**src/rtl/mem_port_arbiter.sv**
```systemverilog
// Arbitrates one single-port RAM between the fetch (IF) and data (DM) ports.
// DM normally wins a conflict; a saturating starvation counter forces an IF win.
module mem_port_arbiter #(
    parameter int DATA_W     = 32,
    parameter int ADDR_W     = 6,
    parameter int STARVE_MAX = 4
) (
    input  logic              clk,
    input  logic              reset,
    input  logic              if_req,
    input  logic [ADDR_W-1:0] if_addr,
    output logic              if_gnt,
    output logic              if_rvalid,
    output logic [DATA_W-1:0] if_rdata,
    input  logic              dm_req,
    input  logic              dm_we,
    input  logic [ADDR_W-1:0] dm_addr,
    input  logic [DATA_W-1:0] dm_wdata,
    output logic              dm_gnt,
    output logic              dm_rvalid,
    output logic [DATA_W-1:0] dm_rdata,
    output logic              ram_en,
    output logic              ram_we,
    output logic [ADDR_W-1:0] ram_addr,
    output logic [DATA_W-1:0] ram_wdata,
    input  logic [DATA_W-1:0] ram_rdata,
    output logic [2:0]        starve_cnt
);

    localparam logic [2:0] STARVE_LIM = 3'(STARVE_MAX);

    typedef enum logic [1:0] {
        OWN_NONE = 2'd0,
        OWN_IF   = 2'd1,
        OWN_DM   = 2'd2
    } owner_e;

    owner_e     rd_owner_q;
    owner_e     rd_owner_d;
    logic [2:0] starve_q;
    logic [2:0] starve_d;
    logic       if_gnt_s;
    logic       dm_gnt_s;
    logic       if_force_s;

    // Grant decision; the reset term keeps the RAM quiet while reset is held low.
    always_comb begin
        if_gnt_s   = 1'b0;
        dm_gnt_s   = 1'b0;
        if_force_s = (starve_q == STARVE_LIM);
        if (!reset) begin
            if_gnt_s = 1'b0;
            dm_gnt_s = 1'b0;
        end else if (dm_req && !(if_req && if_force_s)) begin
            dm_gnt_s = 1'b1;
        end else if (if_req) begin
            if_gnt_s = 1'b1;
        end else begin
            if_gnt_s = 1'b0;
        end
    end

    // RAM drive from the winner; write data always comes from the DM port.
    always_comb begin
        ram_en    = if_gnt_s | dm_gnt_s;
        ram_we    = dm_gnt_s & dm_we;
        ram_wdata = dm_wdata;
        if (dm_gnt_s) begin
            ram_addr = dm_addr;
        end else begin
            ram_addr = if_addr;
        end
    end

    // Next starvation count and read-return owner.
    always_comb begin
        starve_d   = starve_q;
        rd_owner_d = OWN_NONE;
        if (!if_req || if_gnt_s) begin
            starve_d = 3'd0;
        end else if (starve_q < STARVE_LIM) begin
            starve_d = starve_q + 3'd1;
        end else begin
            starve_d = starve_q;
        end
        if (if_gnt_s) begin
            rd_owner_d = OWN_IF;
        end else if (dm_gnt_s && !dm_we) begin
            rd_owner_d = OWN_DM;
        end else begin
            rd_owner_d = OWN_NONE;
        end
    end

    // State registers; async reset drops any read still in flight.
    always_ff @(posedge clk or negedge reset) begin
        if (!reset) begin
            rd_owner_q <= OWN_NONE;
            starve_q   <= 3'd0;
        end else begin
            rd_owner_q <= rd_owner_d;
            starve_q   <= starve_d;
        end
    end

    // Output decode; read data is shared and qualified only by the rvalids.
    always_comb begin
        if_gnt     = if_gnt_s;
        dm_gnt     = dm_gnt_s;
        starve_cnt = starve_q;
        if_rdata   = ram_rdata;
        dm_rdata   = ram_rdata;
        case (rd_owner_q)
            OWN_IF: begin
                if_rvalid = 1'b1;
                dm_rvalid = 1'b0;
            end
            OWN_DM: begin
                if_rvalid = 1'b0;
                dm_rvalid = 1'b1;
            end
            default: begin
                if_rvalid = 1'b0;
                dm_rvalid = 1'b0;
            end
        endcase
    end

endmodule

```
**config.mk**
```make
export PLATFORM = sky130hd
export DESIGN_NAME = mem_port_arbiter
export DESIGN_NICKNAME = d
export VERILOG_FILES = /design/src/rtl/mem_port_arbiter.sv
export SDC_FILE = /design/constraint.sdc
export NUM_CORES = 1
export LEC_CHECK = 0
export BUFFER_PORTS_ARGS = -buffer_cell sky130_fd_sc_hd__buf_4
export CORE_AREA = 2 2 74 76
export DETAILED_ROUTE_END_ITERATION = 12
export DIE_AREA = 0 0 76 78
export GPL_ROUTABILITY_DRIVEN = 0
export PLACE_DENSITY_LB_ADDON = 0.2
export SLEW_MARGIN = 40
export SYNTH_ARGS = -nofsm -noshare
export SYNTH_HDL_FRONTEND = slang
export SYNTH_SLANG_ARGS = --single-unit
export TNS_END_PERCENT = 30
```
**constraint.sdc**
```tcl
create_clock -name clk -period 1.6 [get_ports clk]
set_input_delay 0.16 -clock clk [delete_from_list [all_inputs] [get_ports clk]]
set_output_delay 0.16 -clock clk [all_outputs]
set_load 0.02 [all_outputs]
```
==> Word-level counts from Yosys, hierarchy flattened <==
Cells that the tools add are included.
Widths: inputs -> output; s select.
{ "totals": {"input_bits": 81, "word_cells": 29, "ff_bits": 5, "output_inout_bits": 111} }
{ "classes": {"n_mux": 12, "n_eq_ne": 3, "magnitude_cmp": 1, "bitwise_logic": 2, "addsub": 1, "reduce_logical": 8} }
{ "ops": {"columns": ["cell", "count"], "rows": [
  ["$mux 1", 7],
  ["$mux 3", 2],
  ["$mux 6", 1],
  ["$mux 2", 2],
  ["$add 3x1->3 const B", 1],
  ["$eq 3x3->1 const B", 1],
  ["$logic_and 1x1->1", 3],
  ["$logic_not 1->1", 3],
  ["$lt 3x3->1 const B", 1],
  ["$eq 2x1->1 const B", 1],
  ["$eq 2x2->1 const B", 1],
  ["$reduce_bool 2->1", 1],
  ["$and 1x1->1", 1],
  ["$logic_or 1x1->1", 1],
  ["$or 1x1->1", 1]
]} }

==> Logic depth before layout (Yosys ltp) <==
Gate-level depths: netlist of run 1.
{ "depth": {"depth_word": 9, "mapped_depth": 5, "mapped_depth_nobuf": 5} }

==> Worst setup path before layout of run 1 <==
Ideal clock, no wire load.
{ "synth_path": {"path_kind": "reg-to-output", "start": "register starve_q[0] (netlist: starve_cnt[0])", "end": "output port ram_addr[0]", "required_ns": 1.440, "n_path_buf": 0, "slack_ns": -0.146, "path_stages_with_launch": 5, "arrival_ns": 1.586, "path_cell_list": "dfrtp_1 > inv_1 > ha_1 > a31oi_4 > mux2_2"} }
{ "synth_via": {"elab_chain_cells": 7} }
{ "synth_rtl": {"columns": ["element", "line_no", "rtl"], "rows": [
  ["start, declared", "40", "logic [2:0] starve_q;"],
  ["start signal, assigned", "102", "starve_q <= starve_d;"],
  ["$eq 3x3->1", "50", "if_force_s = (starve_q == STARVE_LIM);"],
  ["$logic_and 1x1->1", "54", "end else if (dm_req && !(if_req && if_force_s)) begin"],
  ["$logic_not 1->1", "54", null],
  ["$logic_and 1x1->1", "54", null],
  ["$mux 1", "54", null],
  ["$mux 1", "51", "if (!reset) begin"],
  ["net dm_gnt", "19", "output logic dm_gnt,"],
  ["$mux 6", "68", "if (dm_gnt_s) begin"],
  ["end, declared", "24", "output logic [ADDR_W-1:0] ram_addr,"]
]} }
The timed path passes the listed nets, and every way through them passes these cells.

==> Worst setup path in the final report of run 1 <==
{ "layout_path": {"start": "register starve_q[1] (netlist: starve_cnt[1])", "end": "output port ram_addr[5]"} }
{ "layout_via": {"elab_chain_cells": 7} }
{ "layout_rtl": {"columns": ["element", "line_no"], "rows": [
  ["$eq 3x3->1", "50"],
  ["$logic_and 1x1->1", "54"],
  ["$logic_not 1->1", "54"],
  ["$logic_and 1x1->1", "54"],
  ["$mux 1", "54"],
  ["$mux 1", "51"],
  ["$mux 6", "68"]
]} }
No other way between the ends.

==> metrics.csv, run 1 <==
stage,metric,value,unit
yosys,Unique masters post-synth,16,
timing,Slew headroom,0.821,
clocking,H-tree depth,1,
layout,diodes inserted,0,
global_routing,vias in the first global route,569,
clocking,CTS tree,built,
timing,RSZ-0062 raised after global routing,true,
floorplanning,Chip Height,78,um
layout,Util after Layout,0.168,
floorplanning,I/O pins,192,
yosys,#FFs+latches synth,5,
place,post-detail-place hpwl,2030,um
timing,final setup vio count,7,
pwr,Internal,0.000457,W
floorplanning,Row Count,26,
outcome,failing checks,setup timing,
layout,share of cells above drive strength 1,0.711,
layout,Final Cell Area,850,um^2
yosys,Commonest cells post-synth,"96 x buf_4, 6 x mux2_2, 5 x dfrtp_1",
setup_path,worst reg2reg path depth,7,
clocking,CTS Buffer Depth,2,
floorplanning,core area,0.00504,mm^2
setup_path,CP Class,reg -> out,
yosys,Ys Warns,0,
pwr,Gate power share,0.405,
global_routing,global-route total usage across every layer,0.0791,
setup_path,WP data arrival,1.55,ns
timing,Final Critical Period,1.71,ns
setup_path,CP Max Fanout,7,
yosys,Gate Count Post-Synth,130,
timing,Final Cycle Share,1.07,
pwr,Sequential Power Share,0.231,
place,placed instance area,696,um^2
global_routing,first-pass GRT wire length,3450,um
pwr,Leakage,0.399,nW
yosys,Syn Area/Cell,8.22,um^2
yosys,most used flip-flop cell after synthesis,dfrtp_1,
route,total number of vias,525,
worst_hold_path,Hold Path Depth,2,
setup_path,CP endpoint kind,output pin,
route,DRC,0,
worst_hold_path,Min-Delay Path Class,in -> reg,
clocking,Clock Latency Late Sink,0.22,ns
yosys,ys async rst share,1.00,
route,Routed WL,2390,um
floorplanning,starting density of the core,0.212,
floorplanning,Die ar.,0.00593,mm^2
setup_path,WP data required,1.44,ns
route,Starting DRT DRC Count,23,
clocking,Num CTS Buffers,3,
clocking,Clock transition at path regs,0.04,ns
yosys,"top cells by area, synth","buf_4 67%, dfrtp_1 12%, mux2_2 6.3%, ha_1 2.3%, nor2b_1 2.3%",
yosys,"count leader, synth",buf_4,
timing,Final Max Tran Viols,0,
place,IO Port Bufs,31,
route,router iterations before antenna repair,3,
timing,clk_skew,0.00351,ns
outcome,outcome,finished with violations,
pwr,peak supply drop,0.153,mV
timing,Final Hold Vio Count,0,
pwr,clock power share,0.364,
clocking,CTS root buffer,clkbuf_8,
yosys,register area share after synthesis,0.117,
yosys,top cell type's share of synthesized area,0.674,
global_routing,largest net degree at the start of global routing,8,
pwr,Psw,0.000188,W
timing,setup_tns,-0.639,ns
route,Via-to-Cell Ratio,3.60,
clocking,Sink Count,5,
pwr,PD cells,759,mW/mm^2
job,MaxCap Viol Count,0,
timing,Final WS setup,-0.108,ns
timing,FMAX,585,MHz
global_routing,initial antenna violation count,0,
global_routing,total gr overflow,0,
pwr,Sw Share,0.292,
yosys,synthesized area,0.00107,mm^2
layout,nets,160,
yosys,Syn Nets,213,
route,DRT antenna net count,0,
route,mean routed wirelength per cell,16.4,um
yosys,"EDFF count, synth",0,
layout,synth-to-layout area growth,-20.5,%
setup_path,Setup crit start kind,register,
yosys,Yosys top cell by area,buf_4,
timing,Slew @ Worst Pin,0.267,ns
floorplanning,Die W,76,um
## per-stage QoR
| stage | total power (W) | hold WS (ns) | worst slack (ns) | cells |
|---|---|---|---|---|
| floorplan | 0.000603 | -0.136 | -0.0319 | 130 |
| global placement | 0.000363 | -0.0151 | 0.0483 | 138 |
| detailed placement | 0.000365 | -0.0147 | -0.00412 | 138 |
| CTS | 0.000645 | 0.105 | -0.157 | 145 |
| global route | 0.000685 | 0.106 | -0.168 | 146 |
| finish | 0.000645 | 0.107 | -0.108 | 146 |
## power groups by stage
stage | logic [W] | registers [W] | clock network [W]
after global placement | 0.000214 | 0.000149 | 0
after CTS | 0.000257 | 0.000149 | 0.000239
final | 0.000262 | 0.000149 | 0.000235
after detailed placement | 0.000215 | 0.000149 | 0
after floorplan | 0.000439 | 0.000163 | 0
after global routing | 0.000283 | 0.000151 | 0.000251
## layout by cell type (no fill, tap or decap)
master and n:
xor2_1 1, nor2_1 4, nand2_1 3, dfrtp_2 2
a31oi_1 1, clkbuf_8 3, a31oi_4 1, mux2i_1 1
dfrtp_1 3, and3_1 1, buf_4 27, buf_6 10
nor2b_1 4, inv_2 2, dlygate4sd3_1 1, ha_1 1
mux2_2 3, clkbuf_1 1, mux2_4 3, and2_4 1
o21a_1 1, ha_4 1, buf_12 1
## state kept, by name, indices dropped and copies added, names as in the netlist
signal and cells:
rd_owner_q 2, starve_cnt 3
## layout make-up
cell class	count	area [um^2]
sequential	5	128
fill	577	4190
timing repair buffer	39	345
clock buffer	4	45.0
tap	70	87.6
inverter	2	7.51
multi-input combinational	26	236
## logic make-up after synthesis
family	Yosys count	share of synthesized area
AOI/OAI and AO/OA	3	0.0328
DFF	5	0.117
xor gates and xnor gates	1	0.00820
adders and majority gates	2	0.0234
muxes	7	0.0726
and+or+nand+nor	13	0.0597
buffers and inverters	99	0.686
## metal layers
metal | share of wire | routed length, um | track usage | up-vias
met2 | 0.47 | 1130 | 0.130 | 90
met1 | 0.25 | 591 | 0.0552 | 217
met3 | 0.22 | 527 | 0.0698 | 19
li1 | - | - | - | 199
met5 | 0 | 0 | 0 | -
met4 | 0.059 | 142 | 0.0673 | 0
## worst max-delay path, stage by stage, from the launching register on
cell,delay [ns]
dfrtp_2,0.36
inv_2,0.04
ha_4,0.16
a31oi_4,0.15
buf_12,0.14
mux2_2,0.34
buf_6,0.13
## final timing paths
path | from | end | slack, ns
worst max register to register | starve_cnt[0] | rd_owner_q[1] | 0.31
min in group asynchronous | reset | starve_cnt[2] | 0.37
worst max-delay path | starve_cnt[1] | ram_addr[5] | -0.11
max in group asynchronous | reset | starve_cnt[1] | 1.00
worst min-delay path | dm_we | rd_owner_q[1] | 0.11
worst min register to register | starve_cnt[1] | starve_cnt[1] | 0.66
## timing repair
item	in CTS	in global routing
pin swaps	1	1
endpoints found under the setup margin	7	8
gates resized for setup	15	3
hold buffers	1	0
endpoints found under the hold margin	5	0
buffers inserted	3	2
No activity file was read; power rests on OpenSTA's default activity.
==> inputs of run 2 (changes only) <==
- BUFFER_PORTS_ARGS: -buffer_cell sky130_fd_sc_hd__buf_4 -> default
- CORE_AREA: 2 2 74 76 -> 2 2 75 77
- DIE_AREA: 0 0 76 78 -> 0 0 77 79
- DONT_BUFFER_PORTS: default -> 1
==> run 2 against run 1 <==
  * The run now ends clean
  * Clock skew is 0.0032 ns lower
  * Highest routed layer unchanged
  * Total power is 16% lower
  * Sequential power hardly changed
  * Critical path depth is 1 lower
  * First-iteration DRC count is 35% lower
  * Register-to-register slack better by 0.04 ns
  * Routed wire length is 15% lower
  * Utilization is 6.0 points lower
  * Flip-flop and latch count stayed put
  * Critical path type unchanged
  * Via count is 26% lower
  * Fmax is 7.9% higher
==> metrics.csv, run 2 (synthesized netlist as in run 1, its figures left out) <==
stage,metric,value,unit,change
outcome,outcome,"complete, no violations",,was finished with violations
setup_path,Critical Path Start,starve_cnt[0],,was starve_cnt[1]
timing,setup_tns,0,ns,was -0.639 ns
timing,Final Hold Vio Count,0,,unchanged
clocking,H-tree depth,1,,unchanged
setup_path,Setup crit start kind,register,,unchanged
layout,max reg flops,3,,unchanged
floorplanning,Die ar.,0.00608,mm^2,was 0.00593 mm^2
clocking,CTS tree,built,,unchanged
floorplanning,core area,0.00534,mm^2,was 0.00504 mm^2
timing,Final Max Tran Viols,0,,unchanged
global_routing,vias in the first global route,446,,was 569
route,DRT antenna net count,0,,unchanged
floorplanning,Die W,77,um,was 76 um
timing,final setup vio count,0,,was 7
layout,nets,127,,was 160
place,IO Port Bufs,0,,was 31
route,router iterations before antenna repair,4,,was 3
global_routing,total gr overflow,0,,unchanged
setup_path,FF-to-FF Start,starve_cnt[0],,unchanged
place,Placed Cells,109,,was 138
route,Routed WL,2040,um,was 2390 um
pwr,PD cells,938,mW/mm^2,was 759 mW/mm^2
timing,Final Cycle Share,0.989,,was 1.07
route,Via-to-Cell Ratio,3.39,,was 3.60
route,mean routed wirelength per cell,17.8,um,was 16.4 um
pwr,Psw,0.000157,W,was 0.000188 W
floorplanning,I/O pins,192,,unchanged
setup_path,CP Class,reg -> out,,unchanged
timing,FMAX,632,MHz,was 585 MHz
job,MaxCap Viol Count,0,,unchanged
layout,most frequent cells in the layout,"6 x mux2_4, 4 x nor2b_1, 4 x nor2_1, 4 x buf_4",,"was 27 x buf_4, 10 x buf_6, 4 x nor2b_1, 4 x nor2_1"
place,placed instance area,465,um^2,was 696 um^2
route,total number of vias,390,,was 525
floorplanning,starting density of the core,0.200,,was 0.212
setup_path,CP Max Fanout,7,,unchanged
layout,synth-to-layout area growth,-45.9,%,was -20.5%
clocking,Clock Latency Late Sink,0.22,ns,about the same
timing,Slew @ Worst Pin,0.418,ns,was 0.267 ns
timing,clk_skew,0.000304,ns,was 0.00351 ns
clocking,CTS Buffer Depth,2,,unchanged
pwr,Leakage,0.236,nW,was 0.399 nW
global_routing,global-route total usage across every layer,0.0619,,was 0.0791
pwr,Gate power share,0.308,,was 0.405
clocking,CTS root buffer,clkbuf_8,,unchanged
floorplanning,Row Count,27,,was 26
pwr,Internal,0.000384,W,was 0.000457 W
global_routing,largest net degree at the start of global routing,8,,unchanged
clocking,Num CTS Buffers,3,,unchanged
layout,"most common cell after layout, fill and taps aside",mux2_4,,was buf_4
pwr,clock power share,0.418,,was 0.364
pwr,peak supply drop,0.147,mV,was 0.153 mV
timing,Slew headroom,0.721,,was 0.821
layout,diodes inserted,0,,unchanged
route,DRC,0,,unchanged
route,Starting DRT DRC Count,15,,was 23
layout,share of cells above drive strength 1,0.488,,was 0.711
global_routing,initial antenna violation count,0,,unchanged
timing,RSZ-0062 raised after global routing,true,,unchanged
layout,Util after Layout,0.108,,was 0.168
clocking,Clock transition at path regs,0.03,ns,was 0.04 ns
worst_hold_path,hold wc startpoint,dm_we,,unchanged
layout,Finished Layout Cells,115,,was 146
setup_path,WP data required,1.44,ns,about the same
timing,Final Critical Period,1.58,ns,was 1.71 ns
pwr,Overall Power,0.000542,W,was 0.000645 W
floorplanning,Chip Height,79,um,was 78 um
global_routing,first-pass GRT wire length,2800,um,was 3450 um
setup_path,CP endpoint kind,output pin,,unchanged
clocking,Sink Count,5,,unchanged
worst_hold_path,Min-Delay Path Class,in -> reg,,unchanged
pwr,Sequential Power Share,0.274,,was 0.231
setup_path,WP data arrival,1.42,ns,was 1.55 ns
pwr,Sw Share,0.291,,was 0.292
layout,Final Cell Area,578,um^2,was 850 um^2
-- run 2: through the flow --
step | hold WS, ns | setup slack [ns]
after global routing | 0.00302 | -0.0221
final | 0.0159 | 0.0172
after floorplan | -0.136 | -0.0319
after detailed placement | -0.135 | 0.0947
after CTS | 0.00880 | -0.0273
after global placement | -0.135 | 0.101
-- run 2: power groups by stage --
stage	Clock [W]	Combinational (W)	Sequential [W]
5_1_grt	0.000248	0.000182	0.000150
4_1_cts	0.000236	0.000170	0.000149
3_3_place_gp	0	0.000136	0.000148
2_1_floorplan	0	0.000439	0.000163
3_5_place_dp	0	0.000134	0.000149
6_report	0.000227	0.000167	0.000149
-- run 2: critical path, stage by stage (launching register included) --
cell	delay [ns]
dfrtp_2	0.36
inv_2	0.04
ha_4	0.16
a31oi_4	0.16
buf_12	0.15
mux2_4	0.34
-- run 2: final timing paths --
kind / depth (start not counted) / slack [ns] / end
worst min register to register: 3 / 0.71 / starve_cnt[0]
max in group asynchronous: 1 / 1.14 / starve_cnt[1]
min in group asynchronous: 1 / 0.24 / rd_owner_q[0]
worst min-delay path: 1 / 0.02 / rd_owner_q[1]
worst max-delay path: 5 / 0.02 / ram_addr[5]
worst max register to register: 6 / 0.35 / rd_owner_q[1]
-- run 2: final cells by class --
cell class                      instances  area [um^2]
Fill cell                             635         4760
Multi-Input combinational cell         26          248
Tap cell                               72         90.1
Inverter                                2         7.51
Timing Repair Buffer                    6         60.1
Sequential cell                         5          128
Clock buffer                            4         45.0
-- run 2: timing repair --
item | CTS | global route
hold endpoints to repair | 5 | 0
pin swaps | 2 | 2
resized for setup | 12 | 0
hold buffers | 1 | 0
buffers inserted | 1 | 0
endpoints found under the setup margin | 7 | 7
-- run 2: metal layers --
layer / vias to the layer above / wire (um) / global-route usage
met2: 97 / 1120 / 0.116
met1: 157 / 417 / 0.0331
met4: 0 / 21 / 0.0304
met3: 6 / 485 / 0.0670
met5: - / 0 / 0
li1: 130 / - / -
